--- config.mk ---
export PLATFORM = sky130hd
export DESIGN_NAME = cpu_run_ctrl
export DESIGN_NICKNAME = d
export VERILOG_FILES = /design/src/rtl/cpu_run_ctrl.sv
export SDC_FILE = /design/constraint.sdc
export NUM_CORES = 1
export LEC_CHECK = 0
export ABC_AREA = 1
export CAP_MARGIN = 25
export CORE_MARGIN = 2
export CORE_UTILIZATION = 57
export CTS_CLUSTER_SIZE = 28
export DETAILED_ROUTE_END_ITERATION = 10
export HOLD_SLACK_MARGIN = 0.08
export PLACE_DENSITY = 0.83
export SETUP_SLACK_MARGIN = 0.15
export SYNTH_ARGS = -nofsm -noshare
export SYNTH_HDL_FRONTEND = slang
export SYNTH_SLANG_ARGS = --single-unit
--- constraint.sdc ---
create_clock -name clk -period 3.3 [get_ports clk]
set_clock_uncertainty 0.15 [all_clocks]
set_input_delay 0.495 -clock clk [delete_from_list [all_inputs] [get_ports clk]]
set_output_delay 0.495 -clock clk [all_outputs]
set_load 0.005 [all_outputs]
--- src/rtl/cpu_run_ctrl.sv ---
// Run/step sequencer: turns debug switch, step and interrupt buttons into a
// pipeline clock-enable, an interrupt request/ack line and activity counters.
module cpu_run_ctrl #(
   parameter int CNT_W = 16
) (
   input  logic             clk,
   input  logic             rstn,
   input  logic             debug_en,
   input  logic             step_btn,
   input  logic             int_btn,
   input  logic             burst_en,
   input  logic [CNT_W-1:0] burst_len,
   input  logic             int_ack,
   output logic             cpu_en,
   output logic             int_req,
   output logic             halted,
   output logic [31:0]      cycle_cnt,
   output logic [7:0]       int_drop
);

   localparam logic [1:0] ST_RUN   = 2'd0;
   localparam logic [1:0] ST_HALT  = 2'd1;
   localparam logic [1:0] ST_STEP  = 2'd2;
   localparam logic [1:0] ST_BURST = 2'd3;

   logic [1:0]       state_r;
   logic [1:0]       state_nxt_s;
   logic [CNT_W-1:0] cnt_r;
   logic [CNT_W-1:0] cnt_nxt_s;

   logic             step_sync1_r;
   logic             step_sync2_r;
   logic             step_prev_r;
   logic             int_sync1_r;
   logic             int_sync2_r;
   logic             int_prev_r;
   logic             step_rise_s;
   logic             int_rise_s;

   logic             int_req_r;
   logic             int_req_nxt_s;
   logic [7:0]       int_drop_r;
   logic [7:0]       int_drop_nxt_s;
   logic [31:0]      cycle_cnt_r;
   logic             cpu_en_s;

   assign step_rise_s = step_sync2_r & ~step_prev_r;
   assign int_rise_s  = int_sync2_r & ~int_prev_r;
   assign cpu_en_s    = (state_r != ST_HALT);

   // Run-state sequencing; dropping debug_en always wins and discards any burst
   always_comb begin
      state_nxt_s = state_r;
      cnt_nxt_s   = cnt_r;
      if (!debug_en) begin
         state_nxt_s = ST_RUN;
         cnt_nxt_s   = {CNT_W{1'b0}};
      end else begin
         case (state_r)
            ST_RUN: begin
               state_nxt_s = ST_HALT;
            end
            ST_HALT: begin
               if (step_rise_s) begin
                  if (burst_en && (burst_len > CNT_W'(1))) begin
                     state_nxt_s = ST_BURST;
                     cnt_nxt_s   = burst_len;
                  end else begin
                     state_nxt_s = ST_STEP;
                  end
               end else begin
                  state_nxt_s = ST_HALT;
               end
            end
            ST_STEP: begin
               state_nxt_s = ST_HALT;
            end
            ST_BURST: begin
               cnt_nxt_s = cnt_r - CNT_W'(1);
               if (cnt_r == CNT_W'(1)) begin
                  state_nxt_s = ST_HALT;
               end else begin
                  state_nxt_s = ST_BURST;
               end
            end
            default: begin
               state_nxt_s = ST_RUN;
               cnt_nxt_s   = {CNT_W{1'b0}};
            end
         endcase
      end
   end

   // Interrupt request: a new edge re-arms even when acked in the same cycle
   always_comb begin
      int_req_nxt_s  = int_req_r;
      int_drop_nxt_s = int_drop_r;
      if (int_rise_s) begin
         int_req_nxt_s = 1'b1;
         if (int_req_r && !int_ack && (int_drop_r != 8'hFF)) begin
            int_drop_nxt_s = int_drop_r + 8'd1;
         end else begin
            int_drop_nxt_s = int_drop_r;
         end
      end else if (int_ack) begin
         int_req_nxt_s = 1'b0;
      end else begin
         int_req_nxt_s = int_req_r;
      end
   end

   // State, synchronisers and counters
   always_ff @(posedge clk or negedge rstn) begin
      if (!rstn) begin
         state_r      <= ST_RUN;
         cnt_r        <= {CNT_W{1'b0}};
         step_sync1_r <= 1'b0;
         step_sync2_r <= 1'b0;
         step_prev_r  <= 1'b0;
         int_sync1_r  <= 1'b0;
         int_sync2_r  <= 1'b0;
         int_prev_r   <= 1'b0;
         int_req_r    <= 1'b0;
         int_drop_r   <= 8'd0;
         cycle_cnt_r  <= 32'd0;
      end else begin
         state_r      <= state_nxt_s;
         cnt_r        <= cnt_nxt_s;
         step_sync1_r <= step_btn;
         step_sync2_r <= step_sync1_r;
         step_prev_r  <= step_sync2_r;
         int_sync1_r  <= int_btn;
         int_sync2_r  <= int_sync1_r;
         int_prev_r   <= int_sync2_r;
         int_req_r    <= int_req_nxt_s;
         int_drop_r   <= int_drop_nxt_s;
         if (cpu_en_s) begin
            cycle_cnt_r <= cycle_cnt_r + 32'd1;
         end else begin
            cycle_cnt_r <= cycle_cnt_r;
         end
      end
   end

   assign cpu_en    = cpu_en_s;
   assign halted    = (state_r == ST_HALT);
   assign int_req   = int_req_r;
   assign int_drop  = int_drop_r;
   assign cycle_cnt = cycle_cnt_r;

endmodule

# Word level (Yosys, flattened, before mapping)
# Index checks and enable logic that the tools add are counted.
# word_totals
output_inout_bits	43
register_bits	65
in_bits	23
# op_classes
magnitude_cmp	1
n_bitwise	4
n_reduce_logical	9
eq_ne	9
n_mux	11
n_addsub	3
# ops
op	n
$mux 16	3
$add 32x1->32 const B	1
$pmux 16 s2	1
$eq 16x1->1 const B	1
$gt 16x1->1 const B	1
$sub 16x1->16 const B	1
$add 8x1->8 const B	1
$ne 8x8->1 const B	1
$mux 2	3
$ne 3x2->1 const B	2
$pmux 2 s3	1
$eq 2x2->1 const B	2
$logic_and 1x1->1	3
$mux 1	3
$ne 3x1->1 const B	1
$reduce_and 3->1	1
$and 1x1->1	2
$eq 2x1->1 const B	1
$logic_not 2->1	1
$ne 2x1->1 const B	1
$not 1->1	2
$reduce_and 2->1	1
$reduce_bool 2->1	1
$reduce_or 2->1	1
$logic_not 1->1	1

# Logic depth before layout (Yosys ltp)
# depth
depth_word	6
ltp_mapped	10
ltp_nobuf	10

# Worst setup path after synthesis
# No wires, ideal clock.
# synth_path
path_kind	reg2reg
start	register cycle_cnt_r[0] (netlist: cycle_cnt[0])
end	register cycle_cnt_r[24] (netlist: cycle_cnt[24])
synth_period_minus_slack_ps	1632
arrival_ps	1360
setup_ps	123
path_buffers	0
path_slack_ps	1668
stages_incl_launch_ff	10
required_time_ps	3027
path_cell_list	dfrtp_1 -> ha_1 -> inv_1 -> nor2_2 -> nand2_2 -> nor2_4 -> nand2_1 -> nor2_2 -> nand3_1 -> xor2_1
# synth_between
elab_chain_len	1
# synth_rtl
item	line	rtl
from (decl)	44	logic [31:0] cycle_cnt_r;
from (signal assigned)	138	cycle_cnt_r <= cycle_cnt_r + 32'd1;
from (signal assigned)	140	cycle_cnt_r <= cycle_cnt_r;
$add 32x1->32	138	
# Every way passes these cells.
# A chain may end at the register's enable or synchronous reset.

# Worst setup path in the final report
# layout_path
start	register state_r[1]
end	output cpu_en
# layout_between
elab_chain_len	1
# layout_rtl
item	line	rtl
from (decl)	26	logic [1:0] state_r;
from (signal assigned)	127	state_r <= state_nxt_s;
$ne 2x1->1	49	assign cpu_en_s = (state_r != ST_HALT);
to (decl)	14	output logic cpu_en,
# Every way passes these cells.

==> out/metrics.yaml <==
clk_pin_slew_ps: 70
cts_setup_buffers: 0
synth_top_area_share_pct: 43.82
dieArea_um2: 7174
seq_area_um2: 1627
drv_cap: 0
cts_tree: "yes"
synthXorXnorAreaFrac_pct: 7.786
cp_data_required_time_ps: 2650
grt_max_degree: 66
wl_per_cell_um: 13.41
hold_viol_final: 0
die_w_um: 84.70
cp-startpoint: "state_r[1]$_DFF_PN0_"
wirelength_um: 8661
p_total_mw: 2.133
critical_path_buf_inv_count: 2
slew_headroom_pct: 46.15
synth_compound_area_share_pct: 3.977
io_pins: 66
synth_simple_gate_area_share_pct: 35.66
reg2reg_depth: 7
final_max_slew_viol_count: 0
async_flop_share_pct: 100.0
synth_common_cells: "130 x nand2_1, 65 x dfrtp_1, 62 x nor2_1, 60 x inv_1, 46 x nand3_1"
cts_max_level: 3
ys_warn_count: 0
grt_pass1_wl_um: 14420
yosysSeqAreaShare_pct: 43.82
status: "complete, no violations"
place_congestion: 0.9375
num_antenna_cells: 0
ys_dominant_reg_cell: "dfrtp_1"
synth.avg_cell_area_um2: 7.561
hold_path_class: "input pin to asynchronous set/reset pin"
setup_tns_ps: 0
cts_root_buf: "clkbuf_8"
cpPeakStageDelay_ps: 480
muxShareOfSynthArea_pct: 0
vias_per_cell: 5.367
final_nets: 591
yosysTopAreaCell: "dfrtp_1"
antenna_found_initial: 0
crit_chain: "nor2_4, inv_2, clkdlybuf4s50_1"
final_period_minus_worst_setup_slack_ps: 2386
crit_type: "register to primary output"
synthesis.area_um2: 3712
grt_pass1_vias: 3216
cts_inserted_buffers: 9
yosysMostFrequentCell: "nand2_1"
start_util_pct: 58.80
r2r_end: "cnt_r[4]$_DFFE_PN0P_"
pwr_density_cell_nw_per_um2: 461.1
fmax_ghz: 0.4191
die_h_um: 84.70
reg2reg_from: "state_r[1]$_DFF_PN0_"
first_pass_iters: 4
synth_edf_count: 0
multi_input_area_um2: 1810
insertion_delay_ps: 340
netlist_top_cells_area: "dfrtp_1 44%, nand2_1 13%, nor2_1 6.3%, nand3_1 6.2%, inv_1 6.1%"
rrSetupSlack_ps: 1440
arrival_ps: 1740
ant_nets: 0
num_vias: 3467
dp.cells: 630
endpoint_kind: "primary output"
portBuffers: 65
worst_pin_slew_ps: 807.7
drt_iter0_markers: 203
cts_buffer_depth: 2
ys_seq_elements: 65
cts_resized: 0
fin_cells: 646
drc: 0
area.growth.synth_to_final_pct: 24.57
synth.distinct_cells: 28
ir_worst_vdd_uv: 391.5
grtUsageTotal_pct: 25.30
period_share_pct: 72.31
synth_top_family_by_area: "simple AND/OR/NAND/NOR gates"
synth_fp_nets: 518
dpl.hpwl_um: 6453
final_layout_size_suffix_gt1_share_pct: 8.436
cts_hold_buf: 0
core_um2: 6314
path_delay_family: "buffers and inverters"
synthCells: 491
synthAdderAreaFrac_pct: 1.348
leakagePower_nw: 2.174
slowest_stage: "clkdlybuf4s50_1"
core.rowCount: 29
rsz0062_at_grt: "false"
cts.sinks: 65
crit_path_start_kind: "register"
cp_max_fo: 12
nFillCells: 498
gr-total-overflow: 0
setup_viol: 0
[registers in the layout, indices dropped and copies added, names as in the netlist]
register and flops:
cnt_r 16, cycle_cnt 32, int_drop 8, int_prev_r 1
int_req 1, int_sync1_r 1, int_sync2_r 1, state_r 2
step_prev_r 1, step_sync1_r 1, step_sync2_r 1
[worst reg2reg max path: stages, from the launching register on]
cell and delay (ps):
dfrtp_1 390, nand2_1 200, inv_1 130, nor2_1 50, nand2_2 240, clkinv_1 330, nand2_1 160, o21ai_0 110
[layer usage]
layer	share of wire (%)	GRT usage [%]
met1	44	32.12
met2	49	42.59
met3	5.1	4.130
met4	1.6	11.26
met5	0	0
[report_power, final]
group          switching [mW]  leakage (nW)  internal, mW
registers               0.118         0.850         0.887
logic                   0.242          1.23         0.246
clock network           0.322        0.0959         0.317
[worst max path at each step]
stage | endpoint | slack (ps) | cells after the start
6_report | cpu_en | 910 | 3
2_1_floorplan | cycle_cnt[24]$_DFFE_PN0N_ | 1670 | 9
3_3_place_gp | cnt_r[0]$_DFFE_PN0P_ | 990 | 10
3_5_place_dp | cnt_r[1]$_DFFE_PN0P_ | 960 | 10
5_1_grt | cpu_en | 860 | 3
4_1_cts | cpu_en | 910 | 3
[final cells by class]
cell class,instances,share of cell area (%)
clock buffer,11,3.274
sequential,65,35.17
tap,77,2.083
inverter,64,5.195
timing repair buffer,67,14.29
clock inverter,5,0.8387
multi-input combinational,357,39.15
[per-stage QoR]
| stage | setup WS (ps) | util (%) | hold WS (ps) | instance area [um2] |
|---|---|---|---|---|
| 2_1_floorplan | 1668 | - | 49.41 | 3712 |
| 4_1_cts | 908.0 | 73.25 | 200.8 | 4624 |
| 5_1_grt | 864.2 | 73.25 | 222.9 | 4624 |
| 6_report | 913.6 | 73.25 | 170.5 | 4624 |
| 3_5_place_dp | 955.2 | 70.23 | 191.2 | 4434 |
| 3_3_place_gp | 987.7 | 70.23 | 184.9 | 4434 |
[placed cells by master (no fill, tap or decap), drive strengths merged, types with 2 or more instances in the layout]
cell type	synthesis	layout
nand2	136	136
nor2	76	76
dfrtp	65	65
clkdlybuf4s50	0	64
inv	63	64
nand3	47	47
o21ai	22	22
xor2	20	20
nand4	15	15
nor3	14	14
xnor2	13	13
clkbuf	0	11
a21oi	4	4
ha	4	4
clkinv	1	4
buf	5	3
or2	2	2
nor4	2	2
[cell families after synthesis]
group                    count (synthesis)
AND/OR/NAND/NOR                        293
buffers and inverters                   69
flip-flops                              65
XOR/XNOR                                33
AO/OA/AOI/OAI                           27
adder cells (fa/ha/maj)                  4
(Power assumes the default switching activity.)
